File: config.mk
export PLATFORM = sky130hd
export DESIGN_NAME = btn_event_counter
export DESIGN_NICKNAME = d
export VERILOG_FILES = /design/src/rtl/btn_event_counter.sv
export SDC_FILE = /design/constraint.sdc
export NUM_CORES = 1
export LEC_CHECK = 0
export CAP_MARGIN = 25
export CELL_PAD_IN_SITES_DETAIL_PLACEMENT = 0
export CELL_PAD_IN_SITES_GLOBAL_PLACEMENT = 1
export CORE_MARGIN = 5
export CORE_UTILIZATION = 35
export DETAILED_ROUTE_END_ITERATION = 6
export PLACE_DENSITY = 0.77
export SLEW_MARGIN = 10
export SYNTH_ARGS = -nofsm -noshare
export SYNTH_HDL_FRONTEND = slang
export SYNTH_SLANG_ARGS = --single-unit
File: constraint.sdc
create_clock -name clk -period 5.57 [get_ports clk]
set_input_delay 1.114 -clock clk [delete_from_list [all_inputs] [get_ports clk]]
set_output_delay 1.114 -clock clk [all_outputs]
set_load 0.1 [all_outputs]
File: src/rtl/btn_event_counter.sv
`timescale 1ns/1ps
// ---------------------------------------------------------------------------
// btn_event_counter
//
// Multi-channel button front end. Each channel has a 2-FF synchroniser, an
// early-detection debouncer with a lockout timer, selectable edge detection
// and an event counter (wrapping or saturating) with a sticky overflow flag.
//
// Parameters
//   N_CH       number of independent button channels
//   CNT_W      width of each event counter
//   DB_CYCLES  lockout length in clk cycles after an accepted level change (>= 2)
//   SATURATE   0: counter wraps to 0 on overflow, 1: counter holds at all-ones
//
// Ports
//   clk         system clock
//   rst_n       synchronous, active-low reset
//   btn         raw asynchronous button levels, one bit per channel
//   edge_mode   00 rising, 01 falling, 10 both, 11 counting disabled (shared)
//   clr         per-channel synchronous clear of cnt and ovf
//   db_level    debounced level per channel (registered)
//   event_tick  one-cycle pulse per counted edge (combinational from registers)
//   cnt         packed counters, channel i at [i*CNT_W +: CNT_W] (registered)
//   ovf         sticky overflow flag per channel (registered)
// ---------------------------------------------------------------------------
module btn_event_counter #(
  parameter int unsigned N_CH      = 4,
  parameter int unsigned CNT_W     = 8,
  parameter int unsigned DB_CYCLES = 1_000_000,
  parameter bit          SATURATE  = 1'b0
) (
  input  logic                    clk,
  input  logic                    rst_n,
  input  logic [N_CH-1:0]         btn,
  input  logic [1:0]              edge_mode,
  input  logic [N_CH-1:0]         clr,
  output logic [N_CH-1:0]         db_level,
  output logic [N_CH-1:0]         event_tick,
  output logic [N_CH*CNT_W-1:0]   cnt,
  output logic [N_CH-1:0]         ovf
);

  // Timer counts DB_CYCLES-1 down to 0, so $clog2(DB_CYCLES) bits suffice.
  localparam int unsigned   TW        = (DB_CYCLES > 1) ? $clog2(DB_CYCLES) : 1;
  localparam logic [TW-1:0] LOCK_LOAD = TW'(DB_CYCLES - 1);

  typedef enum logic [1:0] {
    ST_LOW,
    ST_WAIT_HI,
    ST_HIGH,
    ST_WAIT_LO
  } db_state_e;

  for (genvar g = 0; g < N_CH; g++) begin : g_ch

    logic             sync1_q;
    logic             sync2_q;
    db_state_e        state_q;
    logic [TW-1:0]    timer_q;
    logic             db_q;
    logic             db_dly_q;
    logic             rise;
    logic             fall;
    logic             tick;
    logic [CNT_W-1:0] cnt_q;
    logic [CNT_W-1:0] cnt_d;
    logic             ovf_q;
    logic             ovf_d;

    // Two-stage synchroniser for the asynchronous button input.
    always_ff @(posedge clk) begin
      if (!rst_n) begin
        sync1_q <= 1'b0;
        sync2_q <= 1'b0;
      end else begin
        sync1_q <= btn[g];
        sync2_q <= sync1_q;
      end
    end

    // Early-detection debouncer: the first level change is accepted at once,
    // then the synchronised input is ignored until the lockout timer expires.
    // A level still differing on return to HIGH/LOW flips on the next cycle.
    always_ff @(posedge clk) begin
      if (!rst_n) begin
        state_q <= ST_LOW;
        timer_q <= '0;
        db_q    <= 1'b0;
      end else begin
        case (state_q)
          ST_LOW: begin
            if (sync2_q) begin
              db_q    <= 1'b1;
              timer_q <= LOCK_LOAD;
              state_q <= ST_WAIT_HI;
            end
          end
          ST_WAIT_HI: begin
            if (timer_q == '0) begin
              state_q <= ST_HIGH;
            end else begin
              timer_q <= timer_q - TW'(1);
            end
          end
          ST_HIGH: begin
            if (!sync2_q) begin
              db_q    <= 1'b0;
              timer_q <= LOCK_LOAD;
              state_q <= ST_WAIT_LO;
            end
          end
          ST_WAIT_LO: begin
            if (timer_q == '0) begin
              state_q <= ST_LOW;
            end else begin
              timer_q <= timer_q - TW'(1);
            end
          end
          default: begin
            state_q <= ST_LOW;
          end
        endcase
      end
    end

    // One-cycle delayed copy of the debounced level for edge detection.
    always_ff @(posedge clk) begin
      if (!rst_n) begin
        db_dly_q <= 1'b0;
      end else begin
        db_dly_q <= db_q;
      end
    end

    assign rise = db_q & ~db_dly_q;
    assign fall = ~db_q & db_dly_q;

    // edge_mode acts on the current cycle only; edges seen under a
    // different mode are not counted later.
    always_comb begin
      tick = 1'b0;
      case (edge_mode)
        2'b00:   tick = rise;
        2'b01:   tick = fall;
        2'b10:   tick = rise | fall;
        default: tick = 1'b0;
      endcase
    end

    // Counter next state: clear wins over an increment in the same cycle.
    always_comb begin
      cnt_d = cnt_q;
      ovf_d = ovf_q;
      if (clr[g]) begin
        cnt_d = '0;
        ovf_d = 1'b0;
      end else if (tick) begin
        if (cnt_q == '1) begin
          ovf_d = 1'b1;
          cnt_d = SATURATE ? '1 : '0;
        end else begin
          cnt_d = cnt_q + CNT_W'(1);
        end
      end
    end

    always_ff @(posedge clk) begin
      if (!rst_n) begin
        cnt_q <= '0;
        ovf_q <= 1'b0;
      end else begin
        cnt_q <= cnt_d;
        ovf_q <= ovf_d;
      end
    end

    assign db_level[g]               = db_q;
    assign event_tick[g]             = tick;
    assign cnt[g*CNT_W +: CNT_W]     = cnt_q;
    assign ovf[g]                    = ovf_q;

  end : g_ch

endmodule

Word level (Yosys, flattened, before mapping)
Index checks and enable logic that the tools add are counted.
{"block": "classes", "addsub": 8, "n_eq_ne": 38, "mux": 56, "bitwise": 21, "reduce_logical": 37}
{"operator": "$mux 20", "n": 12}
{"operator": "$pmux 20 s3", "n": 4}
{"operator": "$logic_not 20->1", "n": 4}
{"operator": "$sub 20x1->20 const B", "n": 4}
{"operator": "$ne 2x2->1 const B", "n": 20}
{"operator": "$add 8x1->8 const B", "n": 4}
{"operator": "$eq 8x8->1 const B", "n": 4}
{"operator": "$mux 2", "n": 16}
{"operator": "$mux 8", "n": 4}
{"operator": "$pmux 2 s4", "n": 4}
{"operator": "$reduce_and 3->1", "n": 8}
{"operator": "$eq 2x2->1 const B", "n": 9}
{"operator": "$reduce_and 4->1", "n": 4}
{"operator": "$reduce_or 2->1", "n": 8}
{"operator": "$pmux 1 s3", "n": 4}
{"operator": "$eq 2x1->1 const B", "n": 5}
{"operator": "$logic_not 2->1", "n": 5}
{"operator": "$not 1->1", "n": 9}
{"operator": "$and 1x1->1", "n": 8}
{"operator": "$mux 1", "n": 8}
{"operator": "$pmux 1 s2", "n": 4}
{"operator": "$reduce_and 2->1", "n": 4}
{"operator": "$reduce_bool 2->1", "n": 4}
{"operator": "$or 1x1->1", "n": 4}
{"block": "word_totals", "reg_bits": 140, "out_inout_bits": 44}

Depth between registers and ports, before layout
{"block": "logic_depth", "ltp_word": 5, "depth_mapped": 9, "ltp_nobuf": 7}

Worst setup path before layout
Ideal clock, no wire load.
{"block": "synth_path", "kind": "input -> output", "start": "input edge_mode[1]", "end": "output event_tick[0]", "arrival_time_ps": 2358, "t_required_ps": 4456, "setup_slack_ps": 2098, "stages": 6, "n_path_buf": 3, "cell_sequence": "clkbuf_1 nand2b_1 a21oi_1 or2_2 clkbuf_1 buf_4"}
{"block": "synth_via", "elab_chain_len": 2, "word_cells_on_any_way": 4, "cone_classes": "eq/ne (2); mux (1); reduce/logical (1)"}
{"item": "start, declared", "line": "35", "rtl": "input logic [1:0] edge_mode,"}
{"item": "$eq 2x2->1 (tied with other cells)", "line": "142", "rtl": "case (edge_mode)"}
{"item": "$pmux 1 s3 *", "line": "142"}
{"item": "end, declared", "line": "38", "rtl": "output logic [N_CH-1:0] event_tick,"}
Mark *: on every way between the ends. The rest lies on a longest branch, timed or not.

Worst setup path after layout
{"block": "layout_path", "start": "input edge_mode[1]", "end": "output event_tick[3]"}
The elaborated chain is that of the path after synthesis.

==> results.md <==
* TritonCTS buffer count at 17
* Detailed Route WL at 16.43 mm
* WHS at 0.4304 ns
* Internal power at 2.806 mW
* Period Utilization, post-route at 0.7447
* Static power due to leakage at 3.175 nW
* Routed length per instance at 13.92 microns
* Count of synthesis-stage warnings from yosys at 0
* P per Cell Area at 552.2 nW/um^2
* Number of input and output port buffers inserted at 55
* Slew at the pin closest to its max-slew limit at 1.026 ns
* Area Growth Syn to Fin at 18.23%
* Worst setup path class: in2out
* Number of gates resized after cts at 0
* Per-cell via count in the routed design at 5.325
* Setup slack on the worst flop-to-flop path at 2.70 ns
* Post-synth design cell area at 7360 sq um
* Total DRC errors in the routed layout at 0
* Residual antenna-violating net count after detailed routing at 0
* Start point of the worst min-delay path: g_ch[0].sync1_q
* Result of the run: complete, no violations
* Final Hold Violating Endpoints at 0
* Largest net degree at the start of global routing at 48
* Source of the worst register-to-register timing path: g_ch[2].timer_q[0]
* Max clock buf depth at 2
* Setup violations, final at 0
* Routed via count at 6284
* Wire length of the first global-routing pass at 28.35 mm
* Effective utilization at floorplan at 0.3523
* Count of routing violations after the opening detailed-route iteration at 399
* Final net count at 940
* Number of cells produced by synthesis at 856
* Setup repair after global routing missed its margin: no
* Count of flip-flops with a built-in enable after synthesis at 0
* Startpoint types: input pin
* Clk sink count at 140
* Worst-case reg-to-reg path depth at 7
* GR Overflow Total at 0
* Worst Hold End: g_ch[0].sync2_q
* Net Count, Synth at 904
* Worst min-delay path class: reg2reg
* Crit path capture type: primary output
* Met3 WL post-DR at 708 microns
* Worst path required time at 4.46 ns
* Clock network fraction of design power at 0.256
* Comb pwr share at 0.430
* Overall die area at 24030 sq um
* Final Slew Violations at 0
* Weighted congestion reported at the end of routability-driven placement at 0.7841
* Unique masters post-synth at 59
* Met2 wire length at 7.069 mm
* Top flip-flop cell by instance count after synthesis: sky130_fd_sc_hd__dfxtp_1
* Synthesized flop and latch total at 140
* Clock tree from TritonCTS: done
* Die Y-Extent at 155.0 microns
* H-Tree Level Count at 4
* Total routing usage reported by global routing at 0.1397
* CP max FO at 12
* CTS root buffer: sky130_fd_sc_hd__clkbuf_16
* Number of inserted filler cells in the final layout at 2150
* Num ports at 56
* # diodes at 0
* Area occupied by multi-input gates at 4240 sq um
* Highest layer used for signal routing: met4
* Peak clock frequency supported by timing at 241.1 MHz
* Initial antenna violation count at 0
* Length of the first detailed-routing pass in iterations at 4
* Clock latency of the later-clocked register in the worst-skew pair at 0.42 ns
* Buffer count from post-CTS setup fixing at 0
* CP arrival at 3.03 ns
* HPWL Detailed at 11.64 mm
* Ratio of cells with drive above 1 in the final layout at 0.07845
* Quantity of hold-fixing buffers added after cts at 0
* Max-cap violations at 0
* Synthesized area per cell at 8.598 sq um
* Worst slew margin relative to its limit at 0.3140
* Portion of the post-synthesis area used by sequential elements at 0.3808
* Synth async-reset ratio at 0
* Overall die width at 155.0 microns
* Count of standard-cell rows at 53
* Peak supply drop at 186.3 uV
* Reg2reg end: g_ch[2].timer_q[17]
* Sequential cell fraction of total power at 0.314
* Via count of the first global-routing pass at 5861
* Sw Share at 0.4160
* Post-CTS clock slew at the launch and capture registers of the worst setup and hold paths at 0.05 ns
* Switching pwr at 1.999 mW
* FF/Latch Area at 2803 sq um
* Clock Skew at 0.008543 ns
* Count of cells along the worst hold path at 1
* Crit path time final at 4.148 ns
* Core area at 20890 sq um
* Post-Route M1 WL at 8.440 mm
* Accumulated negative setup slack at 0 ns
through the flow:
stage	power, mW	instance area, sq um	worst slack [ns]	util	std cells
after floorplan	3.151	7360	2.098	-	856
after global placement	3.561	8054	1.458	0.3856	1147
after detailed placement	3.576	8054	1.408	0.3856	1147
after CTS	4.835	8696	1.412	0.4163	1179
after global routing	5.190	8701	1.248	0.4165	1180
final	4.805	8701	1.422	0.4165	1180
area by class of cell:
class / count / area share
Timing Repair Buffer: 58 / 0.06385
Clock buffer: 21 / 0.05177
Sequential cell: 140 / 0.3221
Multi-Input combinational cell: 644 / 0.4873
Clock inverter: 11 / 0.02200
Inverter: 31 / 0.01337
Tap cell: 275 / 0.03955
cells in the mapped netlist, types with 5 or more instances:
cell type,instances,area [sq um]
sky130_fd_sc_hd__a211oi_1,5,37.54
sky130_fd_sc_hd__a21oi_1,57,285.3
sky130_fd_sc_hd__a31oi_1,9,56.30
sky130_fd_sc_hd__a41o_1,6,60.06
sky130_fd_sc_hd__and2_1,18,112.6
sky130_fd_sc_hd__and3_1,11,68.82
sky130_fd_sc_hd__buf_4,12,90.09
sky130_fd_sc_hd__clkbuf_1,28,105.1
sky130_fd_sc_hd__dfxtp_1,140,2803
sky130_fd_sc_hd__ha_1,36,450.4
sky130_fd_sc_hd__inv_1,30,112.6
sky130_fd_sc_hd__mux2i_1,13,130.1
sky130_fd_sc_hd__nand2_1,51,191.4
sky130_fd_sc_hd__nand2b_1,10,62.56
sky130_fd_sc_hd__nand3_1,15,75.07
sky130_fd_sc_hd__nand4_1,16,100.1
sky130_fd_sc_hd__nor2_1,95,356.6
sky130_fd_sc_hd__nor3_1,21,105.1
sky130_fd_sc_hd__nor4_1,17,106.4
sky130_fd_sc_hd__o2111ai_1,7,61.31
sky130_fd_sc_hd__o211ai_1,16,120.1
sky130_fd_sc_hd__o21a_1,7,52.55
sky130_fd_sc_hd__o21ai_0,42,210.2
sky130_fd_sc_hd__o311a_1,6,60.06
sky130_fd_sc_hd__o31ai_1,13,97.59
sky130_fd_sc_hd__or2_2,12,75.07
sky130_fd_sc_hd__or3_1,17,106.4
sky130_fd_sc_hd__or4_1,23,172.7
sky130_fd_sc_hd__xnor2_1,15,131.4
sky130_fd_sc_hd__xor2_1,38,332.8
per-layer routing:
layer  track usage  vias up
met5             0        -
met4       0.04710        0
met3       0.03060       17
met2        0.2118      116
met1        0.1968     2926
li1              -     3225
power groups by stage:
| stage | combinational (mW) | clock [mW] | sequential [mW] |
|---|---|---|---|
| global placement | 2.04 | 0 | 1.52 |
| global route | 2.33 | 1.31 | 1.55 |
| detailed placement | 2.05 | 0 | 1.53 |
| finish | 2.07 | 1.23 | 1.51 |
| CTS | 2.06 | 1.27 | 1.51 |
| floorplan | 1.67 | 0 | 1.48 |
sequential cells by signal, summed over array words and instances, names as in the netlist:
register,count
g_ch.cnt_q,32
g_ch.db_dly_q,4
g_ch.db_q,4
g_ch.ovf_q,4
g_ch.state_q,8
g_ch.sync1_q,4
g_ch.sync2_q,4
g_ch.timer_q,80
critical path: stages:
cell and delay, ns:
sky130_fd_sc_hd__clkdlybuf4s50_1 0.56, sky130_fd_sc_hd__and2_1 0.23, sky130_fd_sc_hd__o31ai_2 0.70, sky130_fd_sc_hd__buf_4 0.43
how the worst max path moves through the flow:
stage / start / to / slack [ns] / cells after the start
after global routing: edge_mode[1] / event_tick[3] / 1.25 / 4
after CTS: edge_mode[1] / event_tick[3] / 1.41 / 4
after detailed placement: edge_mode[1] / event_tick[3] / 1.41 / 4
after global placement: edge_mode[1] / event_tick[3] / 1.46 / 4
after floorplan: edge_mode[1] / event_tick[0] / 2.10 / 6
final: edge_mode[1] / event_tick[3] / 1.42 / 4
placed cells by master (no fill, tap or decap), types with 21 or more instances in the layout:
master	n
sky130_fd_sc_hd__dfxtp_1	140
sky130_fd_sc_hd__nor2_1	95
sky130_fd_sc_hd__a21oi_1	57
sky130_fd_sc_hd__nand2_1	51
sky130_fd_sc_hd__clkdlybuf4s50_1	50
sky130_fd_sc_hd__o21ai_0	42
sky130_fd_sc_hd__xor2_1	38
sky130_fd_sc_hd__ha_1	36
sky130_fd_sc_hd__inv_1	30
sky130_fd_sc_hd__or4_1	23
sky130_fd_sc_hd__nor3_1	21
cell families (layout without fill, tap and decap cells):
kind of cell             after synthesis  in the layout  synth area share
adder cells (fa/ha/maj)               36             36           0.06120
multiplexers                          17             17           0.02380
XOR/XNOR                              53             53           0.06307
flip-flops                           140            140            0.3808
AND/OR/NAND/NOR                      329            329            0.2346
AO/OA/AOI/OAI                        209            209            0.1935
buffers and inverters                 72            121           0.04301
No activity file was read; power rests on OpenSTA's default activity.
